### src/rtl/adc_avg_pkg.sv
// rtl/adc_avg_pkg.sv - shared constants, FSM states and shift clamp for the averaging decimator
package adc_avg_pkg;

    localparam int DEF_MAX_SHIFT = 6;

    typedef enum logic [0:0] {
        IDLE  = 1'b0,
        ACCUM = 1'b1
    } avg_state_t;

    function automatic int clamp_shift(input int shift, input int max_shift);
        return (shift > max_shift) ? max_shift : shift;
    endfunction

endpackage

### src/rtl/adc_avg_decim_if.sv
// rtl/adc_avg_decim_if.sv - valid/ready result stream carrying averaged sample and sequence number
interface adc_avg_decim_if #(
    parameter int SEQ_W = 8
) ();
    logic [15:0]      out_data;
    logic [SEQ_W-1:0] out_seq;
    logic             out_valid;
    logic             out_ready;

    modport master (
        output out_data,
        output out_seq,
        output out_valid,
        input  out_ready
    );

    modport slave (
        input  out_data,
        input  out_seq,
        input  out_valid,
        output out_ready
    );
endinterface

### src/rtl/adc_avg_obuf.sv
// rtl/adc_avg_obuf.sv - 2-entry result FIFO with registered head and same-cycle read/write
module adc_avg_obuf #(
    parameter int W = 24
) (
    input  logic         clk,
    input  logic         rst,
    input  logic         wr_en,
    input  logic [W-1:0] wr_data,
    input  logic         rd_en,
    output logic         full,
    output logic         head_valid,
    output logic [W-1:0] head_data
);
    logic [W-1:0] tail;
    logic [1:0]   count;
    logic         rd;

    assign rd         = rd_en && (count != 2'd0);
    assign full       = (count == 2'd2);
    assign head_valid = (count != 2'd0);

    // A write while full and not read is simply not taken; the caller counts it as a drop.
    always_ff @(posedge clk) begin
        if (rst) begin
            count     <= 2'd0;
            head_data <= '0;
            tail      <= '0;
        end else begin
            case (count)
                2'd0: begin
                    if (wr_en) begin
                        head_data <= wr_data;
                        count     <= 2'd1;
                    end
                end
                2'd1: begin
                    if (rd && wr_en) begin
                        head_data <= wr_data;
                    end else if (rd) begin
                        count <= 2'd0;
                    end else if (wr_en) begin
                        tail  <= wr_data;
                        count <= 2'd2;
                    end
                end
                2'd2: begin
                    if (rd) begin
                        head_data <= tail;
                        if (wr_en) begin
                            tail <= wr_data;
                        end else begin
                            count <= 2'd1;
                        end
                    end
                end
                default: count <= 2'd0;
            endcase
        end
    end
endmodule

### src/rtl/adc_avg_decim.sv
// rtl/adc_avg_decim.sv - boxcar-averaging decimator over 2^shift samples with buffered, drop-counted output
module adc_avg_decim
    import adc_avg_pkg::*;
#(
    parameter int MAX_SHIFT = DEF_MAX_SHIFT,
    parameter int SEQ_W     = 8,
    localparam int SH_W     = $clog2(MAX_SHIFT + 1)
) (
    input  logic             clk,
    input  logic             rst,
    input  logic             enable,
    input  logic [SH_W-1:0]  cfg_shift,
    input  logic [15:0]      adc_data,
    input  logic             adc_data_en,
    adc_avg_decim_if.master  res,
    output logic             ovf_sticky,
    input  logic             ovf_clr,
    output logic [15:0]      drop_cnt
);
    localparam int ACC_W = 16 + MAX_SHIFT;
    localparam int CNT_W = MAX_SHIFT + 1;

    avg_state_t        state;
    logic [SH_W-1:0]   shift_q;
    logic [SH_W-1:0]   shift_next;
    logic [ACC_W-1:0]  acc;
    logic [ACC_W-1:0]  sum;
    logic [CNT_W-1:0]  cnt;
    logic [CNT_W-1:0]  win_last;
    logic [SEQ_W-1:0]  seq;
    logic [15:0]       result;
    logic              take;
    logic              win_done;
    logic              fifo_full;
    logic              fifo_rd;
    logic              drop;
    logic [15+SEQ_W:0] head;

    assign shift_next = SH_W'(clamp_shift(int'(cfg_shift), MAX_SHIFT));
    assign take       = (state == ACCUM) && enable && adc_data_en;
    assign win_last   = (CNT_W'(1) << shift_q) - CNT_W'(1);
    assign win_done   = take && (cnt == win_last);
    assign sum        = acc + ACC_W'(adc_data);
    assign result     = 16'(sum >> shift_q);
    assign fifo_rd    = res.out_valid && res.out_ready;
    assign drop       = win_done && fifo_full && !fifo_rd;

    always_ff @(posedge clk) begin
        if (rst) begin
            state   <= IDLE;
            shift_q <= '0;
            acc     <= '0;
            cnt     <= '0;
            seq     <= '0;
        end else begin
            case (state)
                IDLE: begin
                    if (enable) begin
                        state   <= ACCUM;
                        shift_q <= shift_next;
                        acc     <= '0;
                        cnt     <= '0;
                    end
                end
                ACCUM: begin
                    // Dropping enable wins over a same-cycle strobe; that sample is discarded too.
                    if (!enable) begin
                        state <= IDLE;
                        acc   <= '0;
                        cnt   <= '0;
                    end else if (win_done) begin
                        acc     <= '0;
                        cnt     <= '0;
                        seq     <= seq + SEQ_W'(1);
                        shift_q <= shift_next;
                    end else if (take) begin
                        acc <= sum;
                        cnt <= cnt + CNT_W'(1);
                    end
                end
                default: state <= IDLE;
            endcase
        end
    end

    always_ff @(posedge clk) begin
        if (rst) begin
            ovf_sticky <= 1'b0;
            drop_cnt   <= '0;
        end else if (ovf_clr) begin
            ovf_sticky <= 1'b0;
            drop_cnt   <= '0;
        end else if (drop) begin
            ovf_sticky <= 1'b1;
            if (drop_cnt != 16'hFFFF) begin
                drop_cnt <= drop_cnt + 16'd1;
            end
        end
    end

    adc_avg_obuf #(
        .W(16 + SEQ_W)
    ) u_obuf (
        .clk       (clk),
        .rst       (rst),
        .wr_en     (win_done),
        .wr_data   ({result, seq}),
        .rd_en     (res.out_ready),
        .full      (fifo_full),
        .head_valid(res.out_valid),
        .head_data (head)
    );

    assign res.out_data = head[15+SEQ_W:SEQ_W];
    assign res.out_seq  = head[SEQ_W-1:0];
endmodule

### src/flat_wrapper.sv
// flat-port wrapper written by rule: the top's interface ports become plain ports
module adc_avg_decim_flat import adc_avg_pkg::*;
#(
    parameter int MAX_SHIFT = DEF_MAX_SHIFT,
    parameter int SEQ_W     = 8,
    localparam int SH_W     = $clog2(MAX_SHIFT + 1)
)
  (clk, rst, enable, cfg_shift, adc_data, adc_data_en, ovf_sticky, ovf_clr, drop_cnt, res_out_data, res_out_seq, res_out_valid, res_out_ready);
  adc_avg_decim_if #(.SEQ_W(SEQ_W)) res_i ();
  input  logic clk;
  input  logic rst;
  input  logic enable;
  input  logic [SH_W-1:0] cfg_shift;
  input  logic [15:0] adc_data;
  input  logic adc_data_en;
  output logic ovf_sticky;
  input  logic ovf_clr;
  output logic [15:0] drop_cnt;
  output wire logic [$bits(res_i.out_data)-1:0] res_out_data;
  output wire logic [$bits(res_i.out_seq)-1:0] res_out_seq;
  output wire logic [$bits(res_i.out_valid)-1:0] res_out_valid;
  input wire logic [$bits(res_i.out_ready)-1:0] res_out_ready;
  assign res_out_data = res_i.out_data;
  assign res_out_seq = res_i.out_seq;
  assign res_out_valid = res_i.out_valid;
  assign res_i.out_ready = res_out_ready;
  adc_avg_decim #(.MAX_SHIFT(MAX_SHIFT), .SEQ_W(SEQ_W)) u_core (.clk(clk), .rst(rst), .enable(enable), .cfg_shift(cfg_shift), .adc_data(adc_data), .adc_data_en(adc_data_en), .res(res_i), .ovf_sticky(ovf_sticky), .ovf_clr(ovf_clr), .drop_cnt(drop_cnt));
endmodule
### config.mk
export PLATFORM = sky130hd
export DESIGN_NAME = adc_avg_decim_flat
export DESIGN_NICKNAME = d
export VERILOG_FILES = /design/src/rtl/adc_avg_pkg.sv /design/src/rtl/adc_avg_decim_if.sv /design/src/rtl/adc_avg_obuf.sv /design/src/rtl/adc_avg_decim.sv /design/src/flat_wrapper.sv
export SDC_FILE = /design/constraint.sdc
export NUM_CORES = 1
export LEC_CHECK = 0
export CORE_UTILIZATION = 30
export CTS_CLUSTER_SIZE = 25
export DETAILED_ROUTE_END_ITERATION = 12
export GPL_TIMING_DRIVEN = 0
export SLEW_MARGIN = 20
export SYNTH_ARGS = -nofsm -noshare
export SYNTH_HDL_FRONTEND = slang
export SYNTH_SLANG_ARGS = --single-unit
### constraint.sdc
create_clock -name clk -period 3.5 [get_ports clk]
set_clock_uncertainty 0.1 [all_clocks]
set_input_delay 0.35 -clock clk [delete_from_list [all_inputs] [get_ports clk]]
set_output_delay 0.35 -clock clk [all_outputs]
set_load 0.1 [all_outputs]
==> reports/qor.txt <==
Status - finished, violations left
Violations in the final reports - design-rule violations
Total congestion overflow - 0
Biggest fanout along the worst timing path - 10
EDFF count, synth - 0
Final WL - 20040 um
Full die area - 23180 sq um
Combinational cell fraction of total power - 0.174
Final hold violation count - 0
Average size of a mapped cell - 8.199 sq um
Total of max-cap violations - 0
Fill cell total of the finished layout - 2260
Post-Synthesis Cells - 826
Highest achievable clock rate - 300.5 MHz
Total half-perimeter wirelength after legalization and detailed placement - 15030 um
Final period utilization - 0.9507
Input/output buffers - 64
Maximum buffer depth of the clock tree - 2
Synthesized net count - 872
Category of the worst setup path capture point - register
CTS tree - done
Effective utilization at floorplan - 0.3084
Static leakage power - 2.899 nW
Pin count of the biggest net entering global routing - 20
FFs w/ async S/R, synth - 0
Number of register bits inferred by synthesis - 108
Area share of fa/ha/maj cells after synthesis - 0.03990
Worst Hold Endpoint - u_core.state$_SDFF_PP0_
Cell-internal power - 0.001931 W
Worst Hold Depth - 3
Startpoint of the most critical hold path - enable
GR Layer Usage met2 - 0.2752
Setup crit start kind - register
Core footprint - 21960 sq um
Final cell utilization of the core - 0.3723
Number of buffers inserted by hold repair at cts - 0
Overall global routing resource usage - 0.1737
Combinational family with the most area after synthesis - compound AO/OA/AOI/OAI gates
Number of iterations in the first detailed-routing pass - 9
Xor/xnor cell area share of the yosys netlist - 0.04785
# clock sinks - 108
FF-to-FF End - u_core.drop_cnt[14]$_SDFFE_PP0P_
Setup-violating endpoint count in the final report - 0
Part of the total power dissipated in the clock network - 0.375
Fraction of synthesized area in multiplexers - 0.06337
Sequential power share - 0.452
PwrDens - 337.2 nW/um^2
TritonCTS buffer count - 9
Initial antenna violation count - 0
Post-synthesis sequential area ratio - 0.3192
Power spent charging and discharging nets - 0.0008252 W
Die W - 152.3 um
Highest-count cells in the layout ignoring fill and taps - 112 x sky130_fd_sc_hd__nor2_1, 108 x sky130_fd_sc_hd__dfxtp_1, 78 x sky130_fd_sc_hd__nand2_1
Number of cells traversed by the worst register-to-register path - 15
Post-CTS clock slew at the launch and capture registers of the worst setup and hold paths - 0.08 ns
Worst flop-to-flop path startpoint - u_core.shift_q[2]$_SDFFE_PP0P_
Number of vias per cell after detailed routing - 5.448
Met3 track demand over resource - 0.02645
H-tree depth - 3
Clock Tree Root - sky130_fd_sc_hd__clkbuf_16
Detail-routed net length per standard cell - 16.83 um
Number of global-route vias before repair - 6034
Number of nets in the final layout - 952
Yosys warning count - 0
Switching part of the total power - 0.2994
Top-area cell type share of the netlist area - 0.3192
Min-Delay Path Class - primary input to register
Synth Area in Compound Gates - 0.2557
Distinct cell type count after synthesis - 85
Setup slack, reg-to-reg - 0.17 ns
IO Count - 67
Area growth from synthesis to final layout - 20.69%
Met1 Resource Use GR - 0.2460
DRC violation total after the first TritonRoute iteration - 463
CP Class - register to register
Most frequently used flop master after synthesis - sky130_fd_sc_hd__dfxtp_1
Required time of the critical path - 3.64 ns
Clock insertion delay at the later pin of the skew report - 0.36 ns
Antenna diode count - 0
Biggest area consumer among synthesized cells - sky130_fd_sc_hd__dfxtp_1
Worst slew pin tran - 1.017 ns
Biggest area contributors in the synthesized netlist - sky130_fd_sc_hd__dfxtp_1 32%, sky130_fd_sc_hd__nor2_1 6.2%, sky130_fd_sc_hd__mux2i_1 5.2%
Commonest non-fill, non-tap cell in the layout - sky130_fd_sc_hd__nor2_1
Synthesized cell area - 6773 sq um
Via count of the routed design - 6488
Busiest layer in global routing - met2
Number of remaining DRC errors - 13
Die extent in y - 152.3 um
Post-layout worst setup margin - 0.1727 ns
Simple-Gate Fraction of Synth Area - 0.2226
Maximum VDD drop - 0.2116 mV
Fin crit period - 3.327 ns
Data arrival time of the critical path - 3.47 ns
Layout cell share with drive strength beyond 1 - 0.09989
Pre-CTS WS - -0.3079 ns
Max Slew Vio Count - 0
Detail Route Antenna Nets - 0
Routability congestion estimate from global placement - 0.8990
Cell Rows - 54
First-pass GRT wire length - 32620 um
Relative max-transition margin - 0.3196
[through the flow]
step                      instances    TNS, ns  hold slack (ns)  total power, W  area (sq um)
after detailed placement       1170     -15.18           0.3499        0.001733          7764
after global routing           1191  -0.002696           0.2342        0.002879          8174
final                          1191          0           0.2050        0.002756          8174
after global placement         1170     -12.25           0.3466        0.001729          7764
after CTS                      1187          0           0.1992        0.002772          8080
after floorplan                 826          0           0.3462        0.001594          6773
[repair_timing]
action                     4_1_cts  5_1_grt
buffers inserted                 1        4
setup endpoints to repair       92       84
gates resized for setup          5       13
pin swaps                        0        4
[how the worst max path moves through the flow]
stage / startpoint / end / slack [ns] / depth (start not counted)
3_3_place_gp: u_core.shift_q[2]$_SDFFE_PP0P_ / u_core.u_obuf.head_data[9]$_SDFFE_PP0P_ / -0.28 / 13
5_1_grt: u_core.shift_q[2]$_SDFFE_PP0P_ / u_core.drop_cnt[14]$_SDFFE_PP0P_ / -0.003 / 15
6_report: u_core.shift_q[2]$_SDFFE_PP0P_ / u_core.drop_cnt[14]$_SDFFE_PP0P_ / 0.17 / 15
3_5_place_dp: u_core.shift_q[2]$_SDFFE_PP0P_ / u_core.u_obuf.head_data[9]$_SDFFE_PP0P_ / -0.31 / 13
4_1_cts: u_core.shift_q[2]$_SDFFE_PP0P_ / u_core.u_obuf.head_data[16]$_SDFFE_PP0P_ / 0.03 / 14
2_1_floorplan: u_core.shift_q[2]$_SDFFE_PP0P_ / u_core.drop_cnt[14]$_SDFFE_PP0P_ / 0.32 / 14
[flip-flops by register name, summed over array words and instances (netlist names)]
signal and flops:
u_core.ovf_sticky 1, u_core.drop_cnt 16, u_core.cnt 7, u_core.shift_q 3, u_core.acc 22, u_core.u_obuf.count 2, u_core.u_obuf.head_data 24, u_core.state 1
u_core.seq 8, u_core.u_obuf.tail 24
[worst max-delay path, stage by stage (launching register included)]
cell	delay, ns
sky130_fd_sc_hd__dfxtp_1	0.35
sky130_fd_sc_hd__buf_6	0.15
sky130_fd_sc_hd__clkinvlp_4	0.16
sky130_fd_sc_hd__buf_6	0.19
sky130_fd_sc_hd__nand2_1	0.07
sky130_fd_sc_hd__ha_2	0.24
sky130_fd_sc_hd__or3b_1	0.35
sky130_fd_sc_hd__o21ai_0	0.09
sky130_fd_sc_hd__a221o_1	0.21
sky130_fd_sc_hd__o2111ai_4	0.24
sky130_fd_sc_hd__buf_6	0.21
sky130_fd_sc_hd__a2111oi_4	0.33
sky130_fd_sc_hd__buf_6	0.21
sky130_fd_sc_hd__nand4_1	0.11
sky130_fd_sc_hd__xor2_1	0.16
sky130_fd_sc_hd__nor2_1	0.05
[cell type report]
cell class	count	area [sq um]	area share
well taps	280	350.3	0.04286
flip-flops and latches	108	2162	0.2645
plain buffers	58	297.8	0.03643
multi-input cells	644	4327	0.5293
inverters	16	63.81	0.007807
clock inverters	6	52.55	0.006429
clock buffers	10	239.0	0.02924
repair buffers	69	681.9	0.08342
[layer usage]
layer | wire length [um] | part of all wire | vias up
met5 | 0 | 0 | -
met4 | 235 | 0.012 | 0
met3 | 1039 | 0.052 | 18
met2 | 8911 | 0.44 | 204
met1 | 9853 | 0.49 | 3063
li1 | - | - | 3203
[power by group through the flow]
stage / clock [W] / combinational [W] / sequential [W]
final: 0.00103 / 0.000478 / 0.00124
after global routing: 0.00111 / 0.000518 / 0.00125
after CTS: 0.00106 / 0.000463 / 0.00124
after detailed placement: 0 / 0.000458 / 0.00127
after global placement: 0 / 0.000455 / 0.00127
after floorplan: 0 / 0.000292 / 0.00130
[cell families (layout without fill, tap and decap cells)]
group                      Yosys count  count (layout)
buffers and inverters               74             159
xor gates and xnor gates            37              37
muxes                               39              39
and+or+nand+nor                    314             314
DFF                                108             108
adders and majority gates           21              21
AOI/OAI and AO/OA                  233             233
[cell usage after synthesis, types with 6 or more instances]
| library cell | instances |
|---|---|
| sky130_fd_sc_hd__buf_6 | 6 |
| sky130_fd_sc_hd__o21a_1 | 6 |
| sky130_fd_sc_hd__nor3_1 | 9 |
| sky130_fd_sc_hd__and3_1 | 12 |
| sky130_fd_sc_hd__o211ai_1 | 10 |
| sky130_fd_sc_hd__nor2b_1 | 8 |
| sky130_fd_sc_hd__xnor2_1 | 13 |
| sky130_fd_sc_hd__xor2_1 | 24 |
| sky130_fd_sc_hd__nor2_1 | 112 |
| sky130_fd_sc_hd__o21ai_0 | 31 |
| sky130_fd_sc_hd__inv_1 | 15 |
| sky130_fd_sc_hd__a311oi_1 | 17 |
| sky130_fd_sc_hd__nand4_1 | 19 |
| sky130_fd_sc_hd__mux2i_1 | 35 |
| sky130_fd_sc_hd__dfxtp_1 | 108 |
| sky130_fd_sc_hd__nand3_1 | 23 |
| sky130_fd_sc_hd__clkbuf_1 | 30 |
| sky130_fd_sc_hd__nand2b_1 | 10 |
| sky130_fd_sc_hd__ha_1 | 20 |
| sky130_fd_sc_hd__a31oi_1 | 11 |
| sky130_fd_sc_hd__a21o_1 | 7 |
| sky130_fd_sc_hd__o31ai_1 | 7 |
| sky130_fd_sc_hd__nand2_1 | 78 |
| sky130_fd_sc_hd__a211oi_1 | 18 |
| sky130_fd_sc_hd__and2_1 | 9 |
| sky130_fd_sc_hd__buf_2 | 12 |
| sky130_fd_sc_hd__buf_1 | 6 |
| sky130_fd_sc_hd__a21oi_1 | 43 |
| sky130_fd_sc_hd__a22oi_1 | 19 |
(Power assumes the default switching activity.)
==> variant 1, RTL diff (same settings) <==
The package constant `DEF_MAX_SHIFT` goes from 6 to 5.
--- a/src/rtl/adc_avg_pkg.sv
+++ b/src/rtl/adc_avg_pkg.sv
@@ -1,7 +1,7 @@
 // rtl/adc_avg_pkg.sv - shared constants, FSM states and shift clamp for the averaging decimator
 package adc_avg_pkg;
 
-    localparam int DEF_MAX_SHIFT = 6;
+    localparam int DEF_MAX_SHIFT = 5;
 
     typedef enum logic [0:0] {
         IDLE  = 1'b0,
Check against the original RTL: no difference found for any inputs over 4 cycles, from zero or initial values and one cycle with rst high; that may be too few to reach the edited logic, so the function may still have changed.
==> variant 1 against the unedited design <==
Setup slack lost 68 ps. Routed wire length fell by 8.5%. Largest power group unchanged. Design area fell by 5.8%. Area after synthesis is 8.7% lower. Sequential cell count fell by 2. Largest cell class unchanged. Final cell count is 4.2% lower. First-iteration DRC count fell by 6.0%. Critical path depth fell by 3. Power rose by 4.9%. Sequential share of layout area increased by 1.1 points.
==> variant 1: results (changes against the unedited design) <==
| Metric | Value |
|---|---|
| CP max-delay cell | a221o_1 |
| Worst Reg2Reg Path Length in Cells | 12 (-3) |
| Vias in the first global route | 5523 (-8.5%) |
| Critical hold path startpoint | u_core.u_obuf.tail[10] |
| TritonCTS Buffers | 9 (unchanged) |
| Hold Worst Slack | 357 ps (+152 ps) |
| WP data arrival | 3510 ps (+40 ps) |
| Placed cell count | 1115 (-4.7%) |
| Post-DP HPWL | 13.4 mm (-11%) |
| Critical register-to-register path startpoint | u_core.acc[0] |
| Worst skew pair latency | 350 ps |
| Mux cell area share after synthesis | 5.18% (-1.2 points) |
| Worst slack, placed | -753 ps (-445 ps) |
| GR Util met1 | 24.3% (-0.34 points) |
| RD Place Congestion | 0.893 (-0.71%) |
| Layout cell share with drive strength beyond 1 | 10.3% (+0.34 points) |
| Fin nets | 911 (-4.3%) |
| Post-synth top cells | dfxtp_1, nand2_1, nor2_1, a21oi_1, o21ai_0 |
| Main area contributors after synthesis | dfxtp_1, a21oi_1, nand2_1 |
| CP endpoint | u_core.u_obuf.tail[23] |
| CP startpoint | u_core.acc[0] |
| Tot GR Track Use | 17.5% (+0.15 points) |
| Xor/xnor share of the synthesized area | 5.53% (+0.74 points) |
| Maximum single-stage delay on the critical path | 390 ps (+40 ps) |
| Reg2reg setup slack | 100 ps (-70 ps) |
| Worst Hold Depth | 2 (-1) |
| DRT met1 WL | 8.89 mm (-9.8%) |
| Largest regs | u_core.u_obuf.head_data x24, u_core.u_obuf.tail x24, u_core.acc x21 |
| Worst hold path endpoint | u_core.u_obuf.tail[10] |
| Ant. Diodes | 0 (unchanged) |
| Worst Tran Pin Value | 1040 ps (+24.4 ps) |
| Hold crit path type | register to register |
| Post-synth net total | 824 (-5.5%) |
| Pre-antenna DRT Iters | 6 (-3) |
| DR WL/cell | 16.1 microns (-4.5%) |
| First-pass GRT wire length | 29.5 mm (-9.4%) |
| Routed wl met2 | 8.30 mm (-6.8%) |
| Leak | 2.78 nW (-4.0%) |
| Tmin final | 3400 ps (+68.1 ps) |
| Number of library cell types mapped by synthesis | 76 (-11%) |
| Synthesized area per cell | 7.94 sq um (-3.2%) |
| GR Util met3 | 2.19% (-0.45 points) |
| Adder-cell area share of the yosys netlist | 4.17% (+0.18 points) |
| Hold Fails Final Rpt | 0 (unchanged) |
| Sequential share of the synthesized area | 34.3% (+2.4 points) |
| Asr flop ratio synth | 0% (unchanged) |
| PortBufs | 66 (+3.1%) |
| CP Max Fanout | 4 (-6) |
| Max layer used | met4 |
| Met3 wire length | 711 microns (-32%) |
| Via density | 5.27 (-3.3%) |
| WL final | 18.3 mm (-8.5%) |
| Placement Cell Area | 0.00718 sq mm (-7.5%) |
| GR Util met2 | 27.6% (+0.13 points) |
| Initial DRC Count | 435 (-6.0%) |
| Complex-gate fraction of the synthesized area | 23.6% (-2.0 points) |
| Status | finished clean |
| Max VDD drop | 0.236 mV (+12%) |
variant 1: critical path, delay by kind of cell (launching register included):
family / cells / cell delay, ps
AO/OA/AOI/OAI: 8 / 1770
buffers and inverters: 1 / 180
adder cells (fa/ha/maj): 2 / 560
flip-flops: 1 / 320
XOR/XNOR: 1 / 320
variant 1: repair_timing:
action,in CTS,in global routing
gates resized for setup,16,11
setup endpoints to repair,18,28
buffers inserted,6,5
pin swaps,13,4
variant 1: power by group:
group          internal [mW]  switching (mW)
clock network          0.573           0.501
registers               1.22          0.0140
logic                  0.211           0.367
total                   2.01           0.882
variant 1: area by class of cell:
cell class / instances / area, sq um
flip-flops and latches: 106 / 2120
fillers: 2068 / 12500
inverters: 14 / 53.8
repair buffers: 77 / 742
clock buffers: 10 / 229
plain buffers: 47 / 194
multi-input cells: 611 / 3950
well taps: 270 / 338
clock inverters: 6 / 78.8
==> variant 2, RTL diff (config.mk and constraints unchanged) <==
Without the edit above. Register the output `drop_cnt` once more, with the module's reset; this adds one clock of latency there. The other outputs are not delayed to match.
--- a/src/rtl/adc_avg_decim.sv
+++ b/src/rtl/adc_avg_decim.sv
@@ -19,6 +19,8 @@
 );
     localparam int ACC_W = 16 + MAX_SHIFT;
     localparam int CNT_W = MAX_SHIFT + 1;
+
+    logic [15:0] drop_cnt_s0;
 
     avg_state_t        state;
     logic [SH_W-1:0]   shift_q;
@@ -86,14 +88,14 @@
     always_ff @(posedge clk) begin
         if (rst) begin
             ovf_sticky <= 1'b0;
-            drop_cnt   <= '0;
+            drop_cnt_s0 <= '0;
         end else if (ovf_clr) begin
             ovf_sticky <= 1'b0;
-            drop_cnt   <= '0;
+            drop_cnt_s0 <= '0;
         end else if (drop) begin
             ovf_sticky <= 1'b1;
-            if (drop_cnt != 16'hFFFF) begin
-                drop_cnt <= drop_cnt + 16'd1;
+            if (drop_cnt_s0 != 16'hFFFF) begin
+                drop_cnt_s0 <= drop_cnt_s0 + 16'd1;
             end
         end
     end
@@ -113,5 +115,13 @@
 
     assign res.out_data = head[15+SEQ_W:SEQ_W];
     assign res.out_seq  = head[SEQ_W-1:0];
+    always_ff @(posedge clk) begin
+        if (rst) begin
+            drop_cnt <= '0;
+        end else begin
+            drop_cnt <= drop_cnt_s0;
+        end
+    end
+
 endmodule
 
Behaviour: no difference found for any inputs over 4 cycles, from zero or initial values and one cycle with rst high; that may be too few to reach the edited logic, so the function may still have changed.
==> variant 2 against the unedited design <==
Sequential cell count up 16. Power up 35%. Setup slack worse by 61 ps. Sequential power up 15%. Routed wire length up 2.4%. Design area up 8.8%. Hold slack better by 150 ps. Area after synthesis up 4.8%. Non-clock buffer count unchanged. Largest cell class unchanged.
==> variant 2: results (changes against the unedited design) <==
| Metric | Value |
|---|---|
| First-pass GRT wire length | 33.2 mm (+1.8%) |
| CP Max Fanout | 6 (-4) |
| Clock share of power | 48.0% (+10 points) |
| Post-synth top cells | dfxtp_1, nor2_1, nand2_1, a21oi_1, o21ai_0 |
| Worst skew pair latency | 440 ps (+80 ps) |
| Tot GR Track Use | 17.4% (about the same) |
| Logic pwr share | 13.5% (-3.9 points) |
| Initial DRC Count | 595 (+29%) |
| Slew headroom | 32.5% (+0.58 points) |
| Clk pin slew, worst setup/hold paths | 60 ps (-20 ps) |
| Post-synth net total | 914 (+4.8%) |
| Clock Path Buffers | 2 (unchanged) |
| WL final | 20.5 mm (+2.4%) |
| Largest net degree at the start of global routing | 17 (-15%) |
| Ant. Diodes | 0 (unchanged) |
| Max layer used | met4 |
| Hold crit path type | register to register |
| Status | finished clean |
| Clk. pwr | 1.79 mW (+74%) |
| Post-DP HPWL | 15.1 mm (+0.57%) |
| Via count | 6874 (+5.9%) |
| Largest regs | u_core.u_obuf.head_data x24, u_core.u_obuf.tail x24, u_core.acc x22 |
| Placement Cell Area | 0.00814 sq mm (+4.9%) |
| Main area contributors after synthesis | dfxtp_1, nor2_1, a21oi_1 |
| Fin nets | 1003 (+5.4%) |
| PortBufs | 65 (+1.6%) |
| Met3 wire length | 1.06 mm (+1.6%) |
| GR Util met2 | 28.0% (+0.46 points) |
| Initial antenna violation count | 0 (unchanged) |
| Layout cell share with drive strength beyond 1 | 11.4% (+1.5 points) |
| Post-Synthesis Cells | 868 (+5.1%) |
| CTS H-tree depth | 4 (+1) |
| GR Util met3 | 3.11% (+0.47 points) |
| Routed wl met2 | 9.36 mm (+5.0%) |
| Worst slack, placed | -581 ps (-273 ps) |
| Post-Layout Cell Count | 1283 (+7.7%) |
| CTS resizes | 14 (+9) |
| Max VDD drop | 0.318 mV (+50%) |
| Number of library cell types mapped by synthesis | 79 (-7.1%) |
| Leak | 3.18 nW (+9.6%) |
| Setup Fix Bufs, Post-CTS | 1 (unchanged) |
| Die W | 156 microns (+2.3%) |
| RD Place Congestion | 0.882 (-1.9%) |
| Pre-antenna DRT Iters | 6 (-3) |
| Switching power | 1.06 mW (+28%) |
| Complex-gate fraction of the synthesized area | 23.3% (-2.3 points) |
| Placed cell count | 1246 (+6.5%) |
| Adder-cell area share of the yosys netlist | 3.81% (-0.18 points) |
| TritonCTS Buffers | 17 (+8) |
| Xor/xnor share of the synthesized area | 4.94% (+0.15 points) |
| Asr flop ratio synth | 0% (unchanged) |
| DRT met1 WL | 9.67 mm (-1.9%) |
| Mux cell area share after synthesis | 5.06% (-1.3 points) |
| Sequential share of the synthesized area | 35.0% (+3.0 points) |
| GR Util met1 | 22.9% (-1.7 points) |
| Vias in the first global route | 6467 (+7.2%) |
| Setup TNS | 0 ps (unchanged) |
| Yosys Warn Count | 0 (unchanged) |
[variant 2: cell count changes in the layout (fill, tap and decap cells not counted), moves of 9 or more]
| cell | change |
|---|---|
| mux2i_1 | -25 |
| a21oi_1 | +23 |
| nor2b_1 | +16 |
| dfxtp_1 | +15 |
| nor3_1 | +12 |
| nor2_1 | -11 |
| o21ai_0 | +11 |
| and3_1 | +9 |
| or3_1 | +9 |
[variant 2: cell families (layout without fill, tap and decap cells)]
| group | count (synthesis) | count (layout) |
|---|---|---|
| AND/OR/NAND/NOR | 346 | 346 |
| AO/OA/AOI/OAI | 243 | 243 |
| flip-flops | 124 | 124 |
| buffers and inverters | 70 | 172 |
| XOR/XNOR | 40 | 40 |
| multiplexers | 24 | 24 |
| adder cells (fa/ha/maj) | 21 | 21 |
[variant 2: path summary, 6_finish.rpt]
check | startpoint | to | slack [ps] | cells after the start
worst min-delay path | u_core.u_obuf.head_data[12] | u_core.u_obuf.head_data[12] | 360 | 2
worst min register to register | u_core.u_obuf.head_data[12] | u_core.u_obuf.head_data[12] | 360 | 2
worst max register to register | u_core.acc[0] | u_core.u_obuf.tail[19] | 160 | 10
worst max-delay path | adc_data[0] | u_core.u_obuf.tail[19] | 110 | 11
[variant 2: worst max-delay path: stages]
cell	delay (ps)
clkdlybuf4s50_1	420
ha_1	250
fa_2	390
a211oi_2	260
o211ai_2	180
and4_2	300
nor2_4	160
mux2_2	380
or2_2	300
mux4_2	490
a21oi_1	170
[variant 2: final cells by class]
type	count	area [sq um]
plain buffers	56	270
clock buffers	17	425
clock inverters	15	163
fillers	2326	14000
inverters	13	51.3
multi-input cells	674	4400
flip-flops and latches	124	2480
well taps	313	392
repair buffers	71	708
